===== src/rtl/tcam_search_reader_pkg.sv =====
// Shared definitions for the TCAM search reader: FSM state encoding and entry-count helper.
// Optional feature macro used by the top level: TCAM_HIT_COUNT_EN.
package tcam_search_reader_pkg;

    typedef enum logic [2:0] {
        IDLE    = 3'd0,
        SETTLE  = 3'd1,
        CAPTURE = 3'd2,
        EMIT    = 3'd3,
        FINISH  = 3'd4
    } state_t;

    function automatic int tcam_entries(input int address_size);
        return 1 << address_size;
    endfunction

endpackage


===== src/rtl/tcam_priority_encoder.sv =====
// Combinational lowest-set-bit encoder: reports whether any bit is set and the index of the lowest one.
module tcam_priority_encoder
    import tcam_search_reader_pkg::*;
#(
    parameter int address_size = 4,
    localparam int entries = tcam_entries(address_size)
) (
    input  logic [entries-1:0]      bits,
    output logic                    found,
    output logic [address_size-1:0] index
);

    // NOTE: both outputs get a default before the loop so no path leaves them unassigned (no latch).
    always_comb begin
        found = 1'b0;
        index = '0;
        // Scan from the top down so the last assignment wins with the lowest set bit.
        for (int i = entries - 1; i >= 0; i--) begin
            if (bits[i]) begin
                found = 1'b1;
                index = i[address_size-1:0];
            end
        end
    end

endmodule


===== src/rtl/tcam_search_reader.sv =====
// Read-side TCAM controller: launches a masked search, captures the match vector and streams hits lowest first.
// Optional: define TCAM_HIT_COUNT_EN to add the registered hit_count output.
module tcam_search_reader
    import tcam_search_reader_pkg::*;
#(
    parameter int word_size    = 8,
    parameter int address_size = 4,
    localparam int entries     = tcam_entries(address_size)
) (
    input  logic                    clock,
    input  logic                    reset,
    input  logic                    req_valid,
    output logic                    req_ready,
    input  logic [word_size-1:0]    req_word,
    input  logic [word_size-1:0]    req_mask,
    output logic [word_size-1:0]    tcam_word,
    output logic [word_size-1:0]    tcam_mask,
    output logic                    tcam_write,
    input  logic [entries-1:0]      tcam_matched,
    output logic                    hit_valid,
    input  logic                    hit_ready,
    output logic [address_size-1:0] hit_address,
    output logic                    hit_last,
    output logic                    done,
    output logic                    miss
`ifdef TCAM_HIT_COUNT_EN
    ,
    output logic [address_size:0]   hit_count
`endif
);

    state_t               state;
    state_t               state_next;
    logic [entries-1:0]   pending;
    logic                 miss_q;
    logic                 hit_found;
    logic                 single_hit;

    assign tcam_write = 1'b0;

    tcam_priority_encoder #(
        .address_size(address_size)
    ) u_priority_encoder (
        .bits (pending),
        .found(hit_found),
        .index(hit_address)
    );

    // Exactly one bit left in pending means the current hit is the final one.
    assign single_hit = hit_found && ((pending & (pending - entries'(1))) == '0);
    assign hit_last   = hit_valid && single_hit;
    assign miss       = done && miss_q;

    // NOTE: sequential state uses non-blocking assignments so every register samples pre-edge values.
    always_ff @(posedge clock or negedge reset) begin
        if (!reset) begin
            state     <= IDLE;
            tcam_word <= '0;
            tcam_mask <= '0;
            pending   <= '0;
            miss_q    <= 1'b0;
        end else begin
            state <= state_next;
            if (req_valid && req_ready) begin
                tcam_word <= req_word;
                tcam_mask <= req_mask;
            end
            if (state == CAPTURE) begin
                pending <= tcam_matched;
                miss_q  <= (tcam_matched == '0);
            end else if (hit_valid && hit_ready) begin
                pending[hit_address] <= 1'b0;
            end
        end
    end

    always_comb begin
        state_next = state;
        req_ready  = 1'b0;
        hit_valid  = 1'b0;
        done       = 1'b0;
        case (state)
            IDLE: begin
                req_ready = 1'b1;
                if (req_valid) state_next = SETTLE;
            end
            SETTLE:  state_next = CAPTURE;
            CAPTURE: state_next = (tcam_matched == '0) ? FINISH : EMIT;
            EMIT: begin
                hit_valid = 1'b1;
                if (hit_ready && single_hit) state_next = FINISH;
            end
            FINISH: begin
                done       = 1'b1;
                state_next = IDLE;
            end
            default: state_next = IDLE;
        endcase
    end

`ifdef TCAM_HIT_COUNT_EN
    logic [address_size:0] match_count;

    always_comb begin
        match_count = '0;
        for (int i = 0; i < entries; i++) begin
            match_count = match_count + {{address_size{1'b0}}, tcam_matched[i]};
        end
    end

    always_ff @(posedge clock or negedge reset) begin
        if (!reset) begin
            hit_count <= '0;
        end else if (state == CAPTURE) begin
            hit_count <= match_count;
        end
    end
`endif

endmodule


===== config.mk =====
export PLATFORM = sky130hd
export DESIGN_NAME = tcam_search_reader
export DESIGN_NICKNAME = d
export VERILOG_FILES = /design/src/rtl/tcam_search_reader_pkg.sv /design/src/rtl/tcam_priority_encoder.sv /design/src/rtl/tcam_search_reader.sv
export SDC_FILE = /design/constraint.sdc
export NUM_CORES = 1
export LEC_CHECK = 0
export BUFFER_PORTS_ARGS = -buffer_cell sky130_fd_sc_hd__buf_2
export CORE_AREA = 2 2 69 71
export DETAILED_ROUTE_END_ITERATION = 7
export DIE_AREA = 0 0 71 73
export GPL_TIMING_DRIVEN = 0
export PLACE_DENSITY = 0.74
export SETUP_SLACK_MARGIN = 0.5
export SYNTH_ARGS = -nofsm -noshare
export SYNTH_HDL_FRONTEND = slang
export SYNTH_SLANG_ARGS = --single-unit
export TNS_END_PERCENT = 5

===== constraint.sdc =====
create_clock -name clock -period 2.2 [get_ports clock]
set_input_delay 0.11 -clock clock [delete_from_list [all_inputs] [get_ports clock]]
set_output_delay 0.11 -clock clock [all_outputs]
set_load 0.02 [all_outputs]

* Yosys cells after proc, flatten, opt, wreduce, memory -nomap -nowiden *
Index checks and enable logic that the tools add are counted.

word-level totals
  input port bits = 36
  register bits = 36
  logic and storage cells = 72

cells by class
  bitwise logic cells = 3
  reductions and logical operators = 12
  add/subtract/negate cells = 1
  mux-type cells = 43
  equal/unequal tests = 6
  magnitude comparators = 2

operators by type and width
  cell                   number
  $mux 4                 16
  $and 16x16->16         2
  $logic_not 16->1       2
  $mux 16                2
  $mux 1                 20
  $not 16->16            1
  $sub 16x1->16 const B  1
  $pmux 3 s4             1
  $mux 3                 3
  $logic_and 1x1->1      7
  $eq 3x2->1 const B     2
  $lt 4x5->1 const B     1
  $demux 1 s4            1
  $ge 4x1->1 const B     1
  $ne 2x2->1 const B     2
  $eq 3x1->1 const B     1
  $eq 3x3->1 const B     1
  $logic_not 3->1        1
  $reduce_and 2->1       1
  $reduce_bool 2->1      1

* Longest topological paths before layout *
Gate-level depths: netlist of run 1.

  depth in word-level cells = 24
  gate-level depth with buffers = 8

* Modules after synthesis *
A second synthesis of run 1 with hierarchy kept.

second synthesis, totals
  cells, all modules = 203
  area total of the unflattened synthesis = 1916.8 µm²

modules (own cells, without submodules)
  module                 times used  area each (µm²)  sequential area each (µm²)  cells an instance
  tcam_search_reader     1           1737.9           900.9                       170
  tcam_priority_encoder  1           178.9            0.0                         33

* Worst setup path after synthesis of run 1 *
OpenSTA, ideal clock, no wires.

  path type = register to output
  from = register pending[3]
  to = output port hit_last
  stages on the path, launching flop included = 8
  arrival = 2.333 ns
  slack = -0.243 ns
  required time = 2.090 ns
  cell sequence = dfrtp_1 > or4_1 > buf_2 > o41ai_2 > and3_1 > nand3_1 > a2111o_1 > nor3_1

between the ends
  cells in the longest elaborated chain, start to end = 6

RTL lines
  element                                                                RTL line                  source
  start, declared                                                        tcam_search_reader.sv:34  logic [entries-1:0] pending;
  start signal, assigned                                                 tcam_search_reader.sv:69  pending <= tcam_matched;
  parallel branches: the longest is 4 deep, another holds $sub 16x1->16  -
  $logic_and 1x1->1 *                                                    tcam_search_reader.sv:50  assign single_hit = hit_found && ((pending & (pending - entries'(1))) == '0);
  $logic_and 1x1->1 *                                                    tcam_search_reader.sv:51  assign hit_last = hit_valid && single_hit;
  end, declared                                                          tcam_search_reader.sv:23  output logic hit_last,

Mark *: on every way between the ends.

* Worst setup path after layout of run 1 *
  from = register pending[2]
  to = output port hit_last

between the ends
  cells in the longest elaborated chain, start to end = 5

RTL lines
  element                                     RTL line
  $sub 16x1->16 or $mux 1 (tied branches)     tcam_search_reader.sv:50, tcam_priority_encoder.sv:19
  $and 16x16->16 or $mux 1 (tied branches)    tcam_search_reader.sv:50, tcam_priority_encoder.sv:19
  $logic_not 16->1 or $mux 1 (tied branches)  tcam_search_reader.sv:50, tcam_priority_encoder.sv:19
  $logic_and 1x1->1 *                         tcam_search_reader.sv:50
  $logic_and 1x1->1 *                         tcam_search_reader.sv:51

Mark *: on every way between the ends. The rest lies on a longest branch, timed or not.

==> results of run 1 <==
[how the worst max path moves through the flow]
stage / start / end / slack [ns]
after floorplan: pending[3]$_DFFE_PN0P_ / hit_last / -0.02
final: pending[2]$_DFFE_PN0P_ / hit_last / -0.34
after global placement: pending[10]$_DFFE_PN0P_ / hit_last / -0.33
after detailed placement: pending[10]$_DFFE_PN0P_ / hit_last / -0.30
after global routing: pending[0]$_DFFE_PN0P_ / hit_last / -0.47
after CTS: pending[2]$_DFFE_PN0P_ / hit_last / -0.41
[where the power goes]
part / switching [mW] / total [mW] / internal, mW
clock: 0.218 / 0.433 / 0.215
sequential: 0.228 / 1.07 / 0.847
combinational: 1.21 / 2.12 / 0.907
[sequential cells by signal, summed over array words and instances, names as in the netlist]
register,count
miss_q,1
pending,16
state,3
tcam_mask,8
tcam_word,8
[repair_timing]
item                       4_1_cts  5_1_grt
pin swaps                        4        6
setup endpoints to repair       34       34
buffers inserted                 7        2
resized for setup               25       14
hold endpoints to repair        36        0
hold buffers                     1        0
[final cells by class]
cell class,count,area (µm²),share of cell area (%)
well taps,54,67.6,2.58
flip-flops and latches,36,906,34.7
clock inverters,1,5.00,0.191
repair buffers,70,389,14.9
inverters,4,15.0,0.574
clock buffers,6,72.6,2.78
plain buffers,13,83.8,3.21
multi-input cells,158,1070,41.1
[cells in the final DEF, fill, tap and decap left out, types with 6 or more instances in the layout]
| master | count |
|---|---|
| buf_4 | 14 |
| mux2_2 | 16 |
| o21ai_0 | 8 |
| nand3_1 | 6 |
| nor4_1 | 7 |
| dfrtp_1 | 32 |
| buf_2 | 57 |
| a2bb2oi_1 | 6 |
| a21oi_1 | 8 |
| nor3_1 | 8 |
| nor2_1 | 19 |
| nand2_1 | 28 |
[through the flow]
| step | power [mW] | util, % | setup WS [ns] | hold WS (ns) |
|---|---|---|---|---|
| after global routing | 3.89 | 57.6 | -0.474 | 0.0387 |
| after global placement | 2.80 | 51.9 | -0.335 | 0.225 |
| after floorplan | 2.33 | - | -0.0173 | -0.186 |
| after CTS | 3.50 | 56.8 | -0.413 | 0.0362 |
| final | 3.62 | 57.6 | -0.338 | 0.0423 |
| after detailed placement | 2.83 | 51.9 | -0.302 | 0.241 |
[cell families after synthesis]
family | share of synthesized area (%)
compound gates | 15.9
buf+inv | 3.51
flops | 45.9
mux | 11.7
other cells | 0.191
simple gates | 22.8
[per-layer routing]
metal  share of wire, %  up-vias
li1                   -      920
met1                 42      892
met2                 48      104
met3                7.6       14
met4                2.5        0
met5                  0        -
==> metrics, run 1 <==
outcome finished, violations left; violated checks setup timing; Rows 25; CTS tree done; placed insts 325; Hold Crit Endpoint pending[6]$_DFFE_PN0P_; number of synthesized flops with an enable pin 0; root buf cell clkbuf_8; CP delay by family, top simple AND/OR/NAND/NOR gates; cell taking the most area after synthesis dfrtp_1; Routed WL per cell 14.8 µm; Crit. path cell count 8; hpwl dp 3640 µm; fin area 0.00261 mm²; Ys Warns 0; area of the core 0.00454 mm²; R2R Setup Slk -0.12 ns; Ports 62; fillers 405; CP max stage delay 0.52 ns; Pwr Density 1390 mW/mm²; hold-critical path depth 2; placed standard-cell area 0.00235 mm²; DRT Pass-1 Iters 4; vias 1930; PnR worst setup slack -0.338 ns; Final Skew 0.00488 ns; RR Startpoint pending[2]$_DFFE_PN0P_; initial antenna violation count 0; Crit Path Max Fanout 4; RSZ-0062 raised after global routing true; Post-Synthesis Cells 211; TritonCTS Buffers 5; post-synth net total 247; GRT met1 Usage 27.7%; ANT nets after route 0; Arrival @ worst endpoint 2.43 ns; clock sinks 36; most frequent cells after synthesis 36 x dfrtp_1, 30 x nand2_1, 19 x nor2_1; fraction of layout cells with a size suffix above 1 41.0%; Die X 71 µm; Worst Reg-to-Reg Cells 8; Slew Viols, Final 0; post-synthesis sequential area ratio 45.9%; mapped cell area 0.00196 mm²; Worst Path Required 2.09 ns; main area contributors after synthesis dfrtp_1 46%, mux2_2 9.2%, nand2_1 5.7%; cell mode on critical path buf_6; Final Instance Count excl. Fillers 342; worst min path class primary input to flip-flop; setup TNS -0.742 ns; crit-path cells or4_4 -> buf_6 -> o41ai_2 -> and3_1 -> nand3_1 -> a2111o_1 -> nor3_4 -> buf_6; Final period util 115%; pin count of the biggest net entering global routing 37; leakage 1.27 nW; CP Class flip-flop to output port; gpl congestion 0.902; Netlist cell types 40; Iteration-0 DRC Markers 100; worst path bufs/invs 2; Worst R2R End state[1]$_DFFE_PN0P_; peak supply drop 0.899 mV; number of global-route vias before repair 1689; most frequent cell after synthesis dfrtp_1; DRC 0; Synth Area per Inst 9.30 µm²; Initial Util 43.3%; DIE AREA 0.00518 mm²; Nets 324; post-DR vias/cell 5.64; H-tree depth 2; Critical Path Source Type flip-flop; antenna cells 0; first-pass GRT wire length 8260 µm; Slew HR 48.3%; grt peak-use layer met2; CP max stage cell or4_4; GRT met3 Usage 3.73%; count of final hold-check violations 0; GR Util met2 32.1%; Post-synth top flop dfrtp_1; grt ovf 0; worst skew pair latency 0.29 ns; Chip Height 73 µm; Final min period 2.54 ns; ys async rst share 100%; Max-Cap Viols 0; #FFs+latches synth 36; Highest Clock Rate 0.394 GHz; Worst-path clk slew 0.06 ns; Slew @ Worst Pin 0.776 ns; CP Capture Type output port; Hold Startpoint tcam_matched[6]; Synth-to-Final Area Change 33.2%; Max clock buf depth 2; top cell type's share of synthesized area 45.9%; Post-Route WL 5060 µm; final setup vio count 7; gr usage total 20.8%; Port Buffer Count 60
(Power assumes the default switching activity.)
==> inputs of run 2 (changes only) <==
CORE_AREA = 3 3 70 72   (was 2 2 69 71)
DIE_AREA = 0 0 73 75   (was 0 0 71 73)
==> metrics, run 2 (synthesis gave the netlist of run 1 again) <==
outcome finished, violations left; violated checks setup timing; DRC 0 (unchanged); Crit Path Max Fanout 6 (+2); post-DR vias/cell 5.71 (+1.1%); clock sinks 36 (unchanged); CP delay by family, top simple AND/OR/NAND/NOR gates; Pwr Density 1490 mW/mm² (+7.2%); peak supply drop 0.915 mV (+1.7%); DIE AREA 0.00548 mm² (+5.6%); Slew @ Worst Pin 0.785 ns (+0.00949 ns); Max clock buf depth 2 (unchanged); number of global-route vias before repair 1864 (+10%); PnR worst setup slack -0.391 ns (-0.0524 ns); fraction of layout cells with a size suffix above 1 46.9% (+5.9 points); Hold Startpoint tcam_matched[7]; final setup vio count 4 (-3); CP Class flip-flop to output port; worst min path class primary input to flip-flop; first-pass GRT wire length 8450 µm (+2.3%); worst setup path end hit_last; Iteration-0 DRC Markers 111 (+11%); Crit. path cell count 8 (unchanged); TritonCTS Buffers 5 (unchanged); Final period util 118% (+2.4 points); Worst Reg-to-Reg Cells 8 (unchanged); root buf cell clkbuf_8; Synth-to-Final Area Change 39.2%; WHS 0.0287 ns (-0.0136 ns); Initial Util 45.1% (+1.8 points); Reg with most FFs pending; worst path bufs/invs 2 (unchanged); R2R Setup Slk -0.16 ns (-0.04 ns); RR Startpoint pending[3]$_DFFE_PN0P_; Worst-path clk slew 0.08 ns (+0.02 ns); CTS tree done; RSZ-0062 raised after global routing true; pin count of the biggest net entering global routing 37 (unchanged); CP max stage cell a2111o_1; vias 1929 (-0.052%); Rows 24 (-4.0%); Largest regs pending (16), tcam_mask (8), tcam_word (8); CP Capture Type output port; Ports 62 (unchanged); Worst Path Required 2.09 ns (about the same); commonest non-fill, non-tap cell in the layout buf_2; Largest register FFs 16 (unchanged); Post-Route WL 5150 µm (+1.8%); DRT Pass-1 Iters 5 (+1); Final min period 2.59 ns (+0.0524 ns); Worst R2R End state[1]$_DFFE_PN0P_; ANT nets after route 0 (unchanged); CP startpoint pending[3]$_DFFE_PN0P_; area of the core 0.00435 mm² (-4.0%); Final Skew 0.00757 ns (+0.00269 ns); Nets 321 (-0.93%); crit-path cells buf_4 -> nor4_4 -> and2_1 -> o311ai_0 -> o2bb2ai_1 -> a2111o_1 -> nor3_4 -> buf_6; leakage 1.30 nW (+1.9%); Die X 73 µm (+2.8%); Port Buffer Count 60 (unchanged); Slew Viols, Final 0 (unchanged); gr usage total 19.9% (-0.85 points); hpwl dp 3740 µm (+2.7%); gpl congestion 0.859 (-4.8%); grt ovf 0 (unchanged); Routed WL per cell 15.2 µm (+3.0%); commonest cells after routing, fill and taps aside 57 x buf_2, 29 x dfrtp_1, 27 x nand2_1; Critical Path Source Type flip-flop; Chip Height 75 µm (+2.7%); CP max stage delay 0.42 ns (-0.10 ns); worst skew pair latency 0.29 ns (about the same); initial antenna violation count 0 (unchanged); count of final hold-check violations 0 (unchanged); Highest Clock Rate 0.386 GHz (-2.0%); Arrival @ worst endpoint 2.48 ns (+0.05 ns); H-tree depth 2 (unchanged); antenna cells 0 (unchanged); fin util 62.7% (+5.1 points); Slew HR 47.6% (-0.63 points); Max-Cap Viols 0 (unchanged)
-- run 2: cell count changes in the layout (fill, tap and decap cells not counted), sizes merged --
cell,before,now
buf,74,71
bufinv,0,1
clkinvlp,0,1
clkbuf,14,13
-- run 2: worst register-to-register path, delay by kind of cell (launching register included) --
family                 cells  cell delay [ns]
and+or+nand+nor            2             0.60
AOI/OAI and AO/OA          4             0.91
buffers and inverters      2             0.35
DFF                        1             0.40
-- run 2: where the power goes --
part / switching, mW / internal [mW]
sequential: 0.222 / 0.851
combinational: 1.34 / 1.06
clock: 0.249 / 0.335
total: 1.81 / 2.25
-- run 2: stage by stage --
stage | setup WS [ns] | setup TNS (ns) | power (mW) | cell area [µm²] | std cells
after floorplan | -0.0173 | -0.0173 | 2.33 | 1990 | 211
after global placement | -0.347 | -0.905 | 2.79 | 2350 | 323
after detailed placement | -0.359 | -0.987 | 2.83 | 2350 | 323
after CTS | -0.437 | -0.937 | 3.89 | 2660 | 336
after global routing | -0.484 | -1.15 | 4.35 | 2730 | 338
final | -0.391 | -0.768 | 4.06 | 2730 | 338
-- run 2: worst min-delay path by stage --
stage | endpoint | cells past startpoint
floorplan | miss_q$_DFFE_PN0P_ | 0
CTS | pending[7]$_DFFE_PN0P_ | 3
global placement | tcam_mask[5]$_DFFE_PN0P_ | 1
detailed placement | tcam_mask[0]$_DFFE_PN0P_ | 1
finish | pending[7]$_DFFE_PN0P_ | 3
global route | tcam_word[6]$_DFFE_PN0P_ | 2
-- run 2: repair_timing --
| action | CTS | global route |
|---|---|---|
| setup endpoints to repair | 34 | 34 |
| cloned | 0 | 0 |
| buffers inserted | 4 | 2 |
| gates resized for setup | 48 | 19 |
| hold endpoints to repair | 36 | 0 |
| pin swaps | 15 | 10 |
| hold buffers | 1 | 0 |
-- run 2: routing by layer --
metal	wire [µm]	up-vias	GRT usage, %	share of wire [%]
met5	0	-	0	0
met4	116	0	6.56	2.3
met3	468	14	4.94	9.1
met2	2460	98	33.2	48
met1	2110	897	25.5	41
li1	-	920	-	-
-- run 2: area by class of cell --
| cell class | instances | area [µm²] |
|---|---|---|
| buffer | 13 | 97.6 |
| clock buffer | 5 | 68.8 |
| clock inverter | 3 | 42.5 |
| fill | 358 | 1620 |
| inverter | 4 | 15.0 |
| multi-input combinational | 158 | 1160 |
| sequential | 36 | 910 |
| tap | 52 | 65.1 |
| timing repair buffer | 67 | 377 |
